### config.mk
export PLATFORM = sky130hd
export DESIGN_NAME = mem_access_ctrl_flat
export DESIGN_NICKNAME = d
export VERILOG_FILES = /design/src/rtl/mem_access_ctrl_if.sv /design/src/rtl/mem_access_ctrl.sv /design/src/flat_wrapper.sv
export SDC_FILE = /design/constraint.sdc
export NUM_CORES = 1
export LEC_CHECK = 0
export ABC_AREA = 1
export BUFFER_PORTS_ARGS = -buffer_cell sky130_fd_sc_hd__buf_2
export CORE_AREA = 2 2 41 43
export DETAILED_ROUTE_END_ITERATION = 16
export DIE_AREA = 0 0 43 45
export PLACE_DENSITY = 0.71
export SLEW_MARGIN = 20
export SYNTH_ARGS = -nofsm -noshare
export SYNTH_HDL_FRONTEND = slang
export SYNTH_SLANG_ARGS = --single-unit
### constraint.sdc
create_clock -name i_clk -period 1.5 [get_ports i_clk]
set_input_delay 0.15 -clock i_clk [delete_from_list [all_inputs] [get_ports i_clk]]
set_output_delay 0.15 -clock i_clk [all_outputs]
set_load 0.005 [all_outputs]
### src/rtl/mem_access_ctrl_if.sv
// Handshake bundle between the pipeline/memory side and mem_access_ctrl.
// master drives controller requests and memory acks; slave is the sequencer.
interface mem_access_ctrl_if #(
    parameter int unsigned TIMEOUT_W = 8
);
    logic                 mem_req;
    logic                 mem_write;
    logic                 acki_n;
    logic                 ackd_n;
    logic                 err_clr;
    logic                 mreq;
    logic                 write;
    logic                 pc_enable;
    logic                 stall;
    logic                 bus_err;
    logic [TIMEOUT_W-1:0] wait_cnt;

    modport master (
        output mem_req, mem_write, acki_n, ackd_n, err_clr,
        input  mreq, write, pc_enable, stall, bus_err, wait_cnt
    );

    modport slave (
        input  mem_req, mem_write, acki_n, ackd_n, err_clr,
        output mreq, write, pc_enable, stall, bus_err, wait_cnt
    );
endinterface

### src/rtl/mem_access_ctrl.sv
// Bus-handshake sequencer: collects instruction/data acks per pipeline step and emits PC enable.
// Define MEMCTRL_TIMEOUT_EN to enable the wait timeout and the ERR state.
module mem_access_ctrl #(
    parameter int unsigned TIMEOUT_W = 8,
    parameter int unsigned TIMEOUT   = 255
) (
    input logic               i_clk,
    input logic               i_reset_x,
    mem_access_ctrl_if.slave  bus
);

    typedef enum logic [1:0] {
        StBoot = 2'd0,
        StRun  = 2'd1,
        StErr  = 2'd2
    } state_e;

    state_e               state_q;
    logic                 i_got_q;
    logic                 d_got_q;
    logic                 bus_err_q;
    logic [TIMEOUT_W-1:0] wait_q;

    logic i_done;
    logic d_done;
    logic step_done;
    logic in_run;
    logic timeout;
    logic err_clr;

`ifdef MEMCTRL_TIMEOUT_EN
    localparam logic [TIMEOUT_W-1:0] WaitLast = TIMEOUT_W'(TIMEOUT - 1);

    assign timeout = (wait_q == WaitLast);
    assign err_clr = bus.err_clr;
`else
    localparam int unsigned UnusedTimeout = TIMEOUT;
    logic unused_err_clr;

    assign unused_err_clr = bus.err_clr;
    assign timeout        = 1'b0;
    assign err_clr        = 1'b0;
`endif

    assign i_done    = i_got_q | ~bus.acki_n;
    assign d_done    = ~bus.mem_req | d_got_q | ~bus.ackd_n;
    assign step_done = i_done & d_done;
    assign in_run    = (state_q == StRun);

    assign bus.pc_enable = in_run & step_done;
    assign bus.stall     = ~(in_run & step_done);
    // Request drops as soon as the data ack is captured, even if ACKI is still pending.
    assign bus.mreq      = in_run & bus.mem_req & ~d_got_q;
    assign bus.write     = in_run & bus.mem_req & ~d_got_q & bus.mem_write;
    assign bus.bus_err   = bus_err_q;
    assign bus.wait_cnt  = wait_q;

    always_ff @(posedge i_clk or negedge i_reset_x) begin
        if (!i_reset_x) begin
            state_q   <= StBoot;
            i_got_q   <= 1'b0;
            d_got_q   <= 1'b0;
            bus_err_q <= 1'b0;
            wait_q    <= '0;
        end else begin
            unique case (state_q)
                StBoot: begin
                    state_q <= StRun;
                end
                StRun: begin
                    if (step_done) begin
                        i_got_q <= 1'b0;
                        d_got_q <= 1'b0;
                        wait_q  <= '0;
                    end else if (timeout) begin
                        state_q   <= StErr;
                        bus_err_q <= 1'b1;
                        i_got_q   <= 1'b0;
                        d_got_q   <= 1'b0;
                        wait_q    <= wait_q + TIMEOUT_W'(1);
                    end else begin
                        if (!bus.acki_n) begin
                            i_got_q <= 1'b1;
                        end
                        // A data ack with no request pending is spurious.
                        if (bus.mem_req && !bus.ackd_n) begin
                            d_got_q <= 1'b1;
                        end
                        if (wait_q != '1) begin
                            wait_q <= wait_q + TIMEOUT_W'(1);
                        end
                    end
                end
                StErr: begin
                    if (err_clr) begin
                        state_q   <= StRun;
                        bus_err_q <= 1'b0;
                        wait_q    <= '0;
                    end
                end
                default: begin
                    state_q <= StBoot;
                end
            endcase
        end
    end

endmodule

### src/flat_wrapper.sv
// flat-port wrapper written by rule: the top's interface ports become plain ports
module mem_access_ctrl_flat 
#(
    parameter int unsigned TIMEOUT_W = 8,
    parameter int unsigned TIMEOUT   = 255
)
  (i_clk, i_reset_x, bus_mem_req, bus_mem_write, bus_acki_n, bus_ackd_n, bus_err_clr, bus_mreq, bus_write, bus_pc_enable, bus_stall, bus_bus_err, bus_wait_cnt);
  mem_access_ctrl_if #(.TIMEOUT_W(TIMEOUT_W)) bus_i ();
  input logic i_clk;
  input logic i_reset_x;
  input wire logic [$bits(bus_i.mem_req)-1:0] bus_mem_req;
  input wire logic [$bits(bus_i.mem_write)-1:0] bus_mem_write;
  input wire logic [$bits(bus_i.acki_n)-1:0] bus_acki_n;
  input wire logic [$bits(bus_i.ackd_n)-1:0] bus_ackd_n;
  input wire logic [$bits(bus_i.err_clr)-1:0] bus_err_clr;
  output wire logic [$bits(bus_i.mreq)-1:0] bus_mreq;
  output wire logic [$bits(bus_i.write)-1:0] bus_write;
  output wire logic [$bits(bus_i.pc_enable)-1:0] bus_pc_enable;
  output wire logic [$bits(bus_i.stall)-1:0] bus_stall;
  output wire logic [$bits(bus_i.bus_err)-1:0] bus_bus_err;
  output wire logic [$bits(bus_i.wait_cnt)-1:0] bus_wait_cnt;
  assign bus_i.mem_req = bus_mem_req;
  assign bus_i.mem_write = bus_mem_write;
  assign bus_i.acki_n = bus_acki_n;
  assign bus_i.ackd_n = bus_ackd_n;
  assign bus_i.err_clr = bus_err_clr;
  assign bus_mreq = bus_i.mreq;
  assign bus_write = bus_i.write;
  assign bus_pc_enable = bus_i.pc_enable;
  assign bus_stall = bus_i.stall;
  assign bus_bus_err = bus_i.bus_err;
  assign bus_wait_cnt = bus_i.wait_cnt;
  mem_access_ctrl #(.TIMEOUT_W(TIMEOUT_W), .TIMEOUT(TIMEOUT)) u_core (.i_clk(i_clk), .i_reset_x(i_reset_x), .bus(bus_i));
endmodule
== After elaboration in Yosys (flattened, before gate mapping) ==
Cells that the tools add are included.
W data, S select, Z words.

* Add/subtract/negate cells: 1
* Equality and inequality tests: 4
* Muxes and demuxes: 7
* Bitwise logic cells: 13
* Reduce and logical (&&, ||, !) cells: 9

{| class="wikitable"
|+ Operators by type and width
! cell !! count
|-
| $mux W8 || 2
|-
| $add A8 B1 Y8 const B || 1
|-
| $ne A8 B8 Y1 const B || 1
|-
| $reduce_and A2 Y1 || 3
|-
| $and A1 B1 Y1 || 5
|-
| $not A1 Y1 || 5
|-
| $mux W1 || 4
|-
| $pmux W2 S2 || 1
|-
| $reduce_bool A2 Y1 || 2
|-
| $or A1 B1 Y1 || 3
|-
| $eq A2 B1 Y1 const B || 1
|-
| $eq A2 B2 Y1 const B || 1
|-
| $logic_not A2 Y1 || 1
|-
| $ne A2 B1 Y1 const B || 1
|-
| $reduce_or A2 Y1 || 1
|-
| $logic_and A1 B1 Y1 || 1
|-
| $logic_not A1 Y1 || 1
|}

* Register bits: 12

== Logic depth before layout (Yosys ltp) ==
* Depth after elaboration: 6
* Mapped depth: 8
* Depth with buffers taken out: 8

== Worst setup path before layout ==
OpenSTA, ideal clock, no wires.

* Path type: register to register
* Start point: register u_core.wait_q[0] (netlist: u_core.bus.wait_cnt[0])
* End point: register u_core.wait_q[5] (netlist: u_core.bus.wait_cnt[5])
* Setup time: 0.126 ns
* Arrival: 1.125 ns
* Data required time: 1.374 ns
* Setup slack: 0.248 ns
* Stages on the path, launching flop included: 9
* Cell sequence: dfrtp_1 -> ha_1 -> nand2_2 -> nor2_2 -> nand3_1 -> nand2_2 -> buf_6 -> nand2_1 -> o21ai_0

* Word-level cells in the longest chain between the ends: 3

{| class="wikitable"
|+ Ends and longest elaborated chain
! what !! RTL line !! RTL
|-
| from (decl) || mem_access_ctrl.sv:22 || <nowiki>logic [TIMEOUT_W-1:0] wait_q;</nowiki>
|-
| from (signal assigned) || mem_access_ctrl.sv:80 || <nowiki>wait_q <= wait_q + TIMEOUT_W'(1);</nowiki>
|-
| from (signal assigned) || mem_access_ctrl.sv:90 || <nowiki>wait_q <= wait_q + TIMEOUT_W'(1);</nowiki>
|-
| $add A8 B1 Y8 or $ne A8 B8 Y1 (tied branches) || - ||
|-
| $mux W8 or $reduce_bool A2 Y1 (tied branches) || - ||
|-
| $mux W8 or $reduce_and A2 Y1 (tied branches) || - ||
|}

Several ways; a longest one is shown, not always the timed one. The select of a mux whose other input is x is not followed.
A chain may end at the register's enable or synchronous reset.

== Final worst setup path ==
* Start point: register u_core.d_got_q
* End point: output bus_pc_enable

* Word-level cells in the longest chain between the ends: 4

{| class="wikitable"
|+ Ends and longest elaborated chain
! what !! RTL line !! RTL
|-
| from (decl) || mem_access_ctrl.sv:20 || <nowiki>logic d_got_q;</nowiki>
|-
| from (signal assigned) || mem_access_ctrl.sv:62 || <nowiki>d_got_q <= 1'b0;</nowiki>
|-
| from (signal assigned) || mem_access_ctrl.sv:73 || <nowiki>d_got_q <= 1'b0;</nowiki>
|-
| from (signal assigned) || mem_access_ctrl.sv:79 || <nowiki>d_got_q <= 1'b0;</nowiki>
|-
| $or A1 B1 Y1 (2 in a row) || mem_access_ctrl.sv:46 || <nowiki>assign d_done = ~bus.mem_req | d_got_q | ~bus.ackd_n;</nowiki>
|-
| $and A1 B1 Y1 || mem_access_ctrl.sv:47 || <nowiki>assign step_done = i_done & d_done;</nowiki>
|-
| $and A1 B1 Y1 || mem_access_ctrl.sv:50 || <nowiki>assign bus.pc_enable = in_run & step_done;</nowiki>
|-
| to (decl) || flat_wrapper.sv:18 || <nowiki>output wire logic [$bits(bus_i.pc_enable)-1:0] bus_pc_enable;</nowiki>
|}

No other way between the ends.

==> impl_metrics.toml <==
[routing]
viasPerCell = 4.79
ant_nets = 0
drc = 0
drt-total-wl_mm = 1.32
wire_per_inst_um = 10.3
firstDrtPassIters = 5
drt_iter0_drc = 12
routed-via-count = 618

[timing]
report.final.slew_viol_count = 0
period_needed_ns = 1.33
fin_crit_sh_pct = 88.7
setup_violations = 0
finalHoldViolCount = 0
setup_tns_ns = 0
rsz0062_at_grt = "false"
clock-skew-final_ns = 0.0119
max_clock_freq_mhz = 752

[global_routing]
grt_pass1_wl_mm = 2.26
antenna_found_initial = 0
track_usage_pct = 15.8
first_global_vias = 550
grt_max_degree = 13
gr-total-overflow = 0

[clocking]
ctsHtreeMaxLevel = 1
cts_root_buf = "clkbuf_4"
clkSlewWorstSetupHoldPaths_ns = 0.07
clkLatencyLatePin_ns = 0.27
cts_buffer_depth = 2
cts_sinks = 11
cts_tree = "built"
numCtsBuffers = 3
postCtsSetupBuffers = 0

[placement]
place_congestion = 0.809
io_buffers = 17
dp_hpwl_um = 996

[logic_synthesis]
synth_fa_ha_area_share_pct = 1.87
syn_inst = 93
synth_top_area_share_pct = 41.0
synth_compound_area_share_pct = 8.58
netlist_area_um2 = 671
ys_top_cells_by_area = "dfrtp_1 41%, nand2_1 17%, nand3_1 9.0%"
synthXorXnorAreaFrac_pct = 0
synth.net_count = 101
synth_seq_cells = 11
synth_area_leader_cell = "dfrtp_1"
yosys-mux-area-fraction_pct = 0
synth_top_family_by_area = "simple AND/OR/NAND/NOR gates"
synth-seq-area-share_pct = 41.0
synth-simple-area-share_pct = 37.9
syn_area_per_cell_um2 = 7.21
ys_warn_count = 0
synth_cell_types = 18

[final_layout]
num_antenna_cells = 0
layout.nets = 122
drive_above_1_share_pct = 23.9
final_common_cell = "nand2_1"
syn_to_final_growth_pct = 19.0
utilization_pct = 54.3
layout_common_cells = "31 x nand2_1, 17 x buf_2, 12 x inv_1, 12 x nand3_1, 11 x dfrtp_1"

[power]
p_per_area_mw_per_mm2 = 902
max-vdd-ir-drop_uv = 535
leakagePower_nw = 0.440

[setup_path]
critical_path.top_delay_family = "flip-flops"
path_class = "register to primary output"
startpoint_type = "register"
rr_endpoint = "u_core.bus.wait_cnt[0]$_DFFE_PN0P_"
crit_cells = 5
critPathCaptureType = "primary output"
rr_worst_depth = 7
critPathMaxStageDelay_ns = 0.40
critical_path.cell_chain = "inv_1 -> nand3_2 -> nand3_1 -> inv_1 -> buf_2"
worst-path-buf-inv = 3
slowest_stage = "dfrtp_1"
cp_max_fo = 5
cp_data_required_time_ns = 1.35
r2r-start = "u_core.bus.wait_cnt[0]$_DFFE_PN0P_"
ff2ff_setup_slack_ns = 0.22
crit_top_cell = "inv_1"
arrival_ns = 1.18

[min_path]
holdCritPathClass = "input pin to register"
min_from = "bus_acki_n"
hold_end = "u_core.i_got_q$_DFFE_PN0P_"
min_path_cells = 4

[floorplan]
die_w_um = 43
initial_utilization_pct = 45.6
core_area_mm2 = 0.00147
pin_count = 20
die_area_mm2 = 0.00194
dieHeight_um = 45
row_count = 14

[outcome]
outcome = "finished clean"

[flow_run]
maxCapViolCount = 0
## where the power goes
part           internal [W]  switching, W
Clock              0.000103     0.0000941
Sequential         0.000328     0.0000350
Combinational     0.0000671     0.0000931
## flip-flops by register name (all words and copies together) (netlist names)
register             cells
u_core.bus.wait_cnt      8
u_core.i_got_q           1
u_core.state_q           1
u_core.d_got_q           1
## worst reg2reg max path, stage by stage (launching register included)
cell and delay (ns):
dfrtp_1 0.42, ha_1 0.24, nand2_2 0.09, nor2_2 0.04, nand3_1 0.12, nand2_4 0.12
nand2_1 0.09, nand2_1 0.06
## synth_stat cells, drive strengths merged
| library cell | instances |
|---|---|
| ha | 1 |
| nor3b | 1 |
| nand2 | 34 |
| nand3 | 13 |
| conb | 2 |
| dfrtp | 11 |
| inv | 12 |
| nor2 | 7 |
| o21bai | 2 |
| buf | 2 |
| o21ai | 7 |
| nand3b | 1 |
## final cells by class
| class | count | area, um2 |
|---|---|---|
| fill | 159 | 673 |
| multi-input combinational | 68 | 337 |
| sequential | 11 | 275 |
| timing repair buffer | 18 | 95.1 |
| inverter | 12 | 45.0 |
| clock buffer | 4 | 26.3 |
| tap | 16 | 20.0 |
## layer usage
| metal | GRT usage, % | vias to the layer above | part of all wire (%) |
|---|---|---|---|
| met5 | 0 | - | 0 |
| met4 | 5.45 | 0 | 0.98 |
| met3 | 4.80 | 2 | 4.0 |
| met2 | 27.6 | 11 | 48 |
| met1 | 18.7 | 278 | 47 |
| li1 | - | 327 | - |
## worst max path at each step
| stage | end | start | slack [ns] |
|---|---|---|---|
| 2_1_floorplan | u_core.bus.wait_cnt[5]$_DFFE_PN0P_ | u_core.bus.wait_cnt[0]$_DFFE_PN0P_ | 0.25 |
| 3_3_place_gp | u_core.bus.wait_cnt[5]$_DFFE_PN0P_ | u_core.bus.wait_cnt[1]$_DFFE_PN0P_ | 0.19 |
| 3_5_place_dp | u_core.bus.wait_cnt[5]$_DFFE_PN0P_ | u_core.bus.wait_cnt[0]$_DFFE_PN0P_ | 0.17 |
| 4_1_cts | bus_pc_enable | u_core.d_got_q$_DFFE_PN0P_ | 0.16 |
| 5_1_grt | bus_pc_enable | u_core.d_got_q$_DFFE_PN0P_ | 0.05 |
| 6_report | bus_pc_enable | u_core.d_got_q$_DFFE_PN0P_ | 0.17 |
## repair_timing
action / CTS / global route
hold endpoints to repair: 11 / 0
hold buffers: 1 / 0
endpoints found under the setup margin: 0 / 1
gates resized for setup: 0 / 1
## logic make-up after synthesis
family / after synthesis
AO/OA/AOI/OAI: 9
AND/OR/NAND/NOR: 56
buffers and inverters: 14
adder cells (fa/ha/maj): 1
other: 2
flip-flops: 11
## through the flow
stage	hold slack, ns	std cells	power, W	area [um2]	setup WS [ns]
6_report	0.184	129	0.000720	798	0.170
5_1_grt	0.197	129	0.000779	798	0.0524
4_1_cts	0.181	129	0.000728	793	0.163
3_5_place_dp	0.0317	124	0.000528	757	0.166
3_3_place_gp	0.0335	124	0.000520	757	0.193
2_1_floorplan	-0.146	93	0.000467	671	0.248
Note: power is estimated with default switching activity, not from simulation.
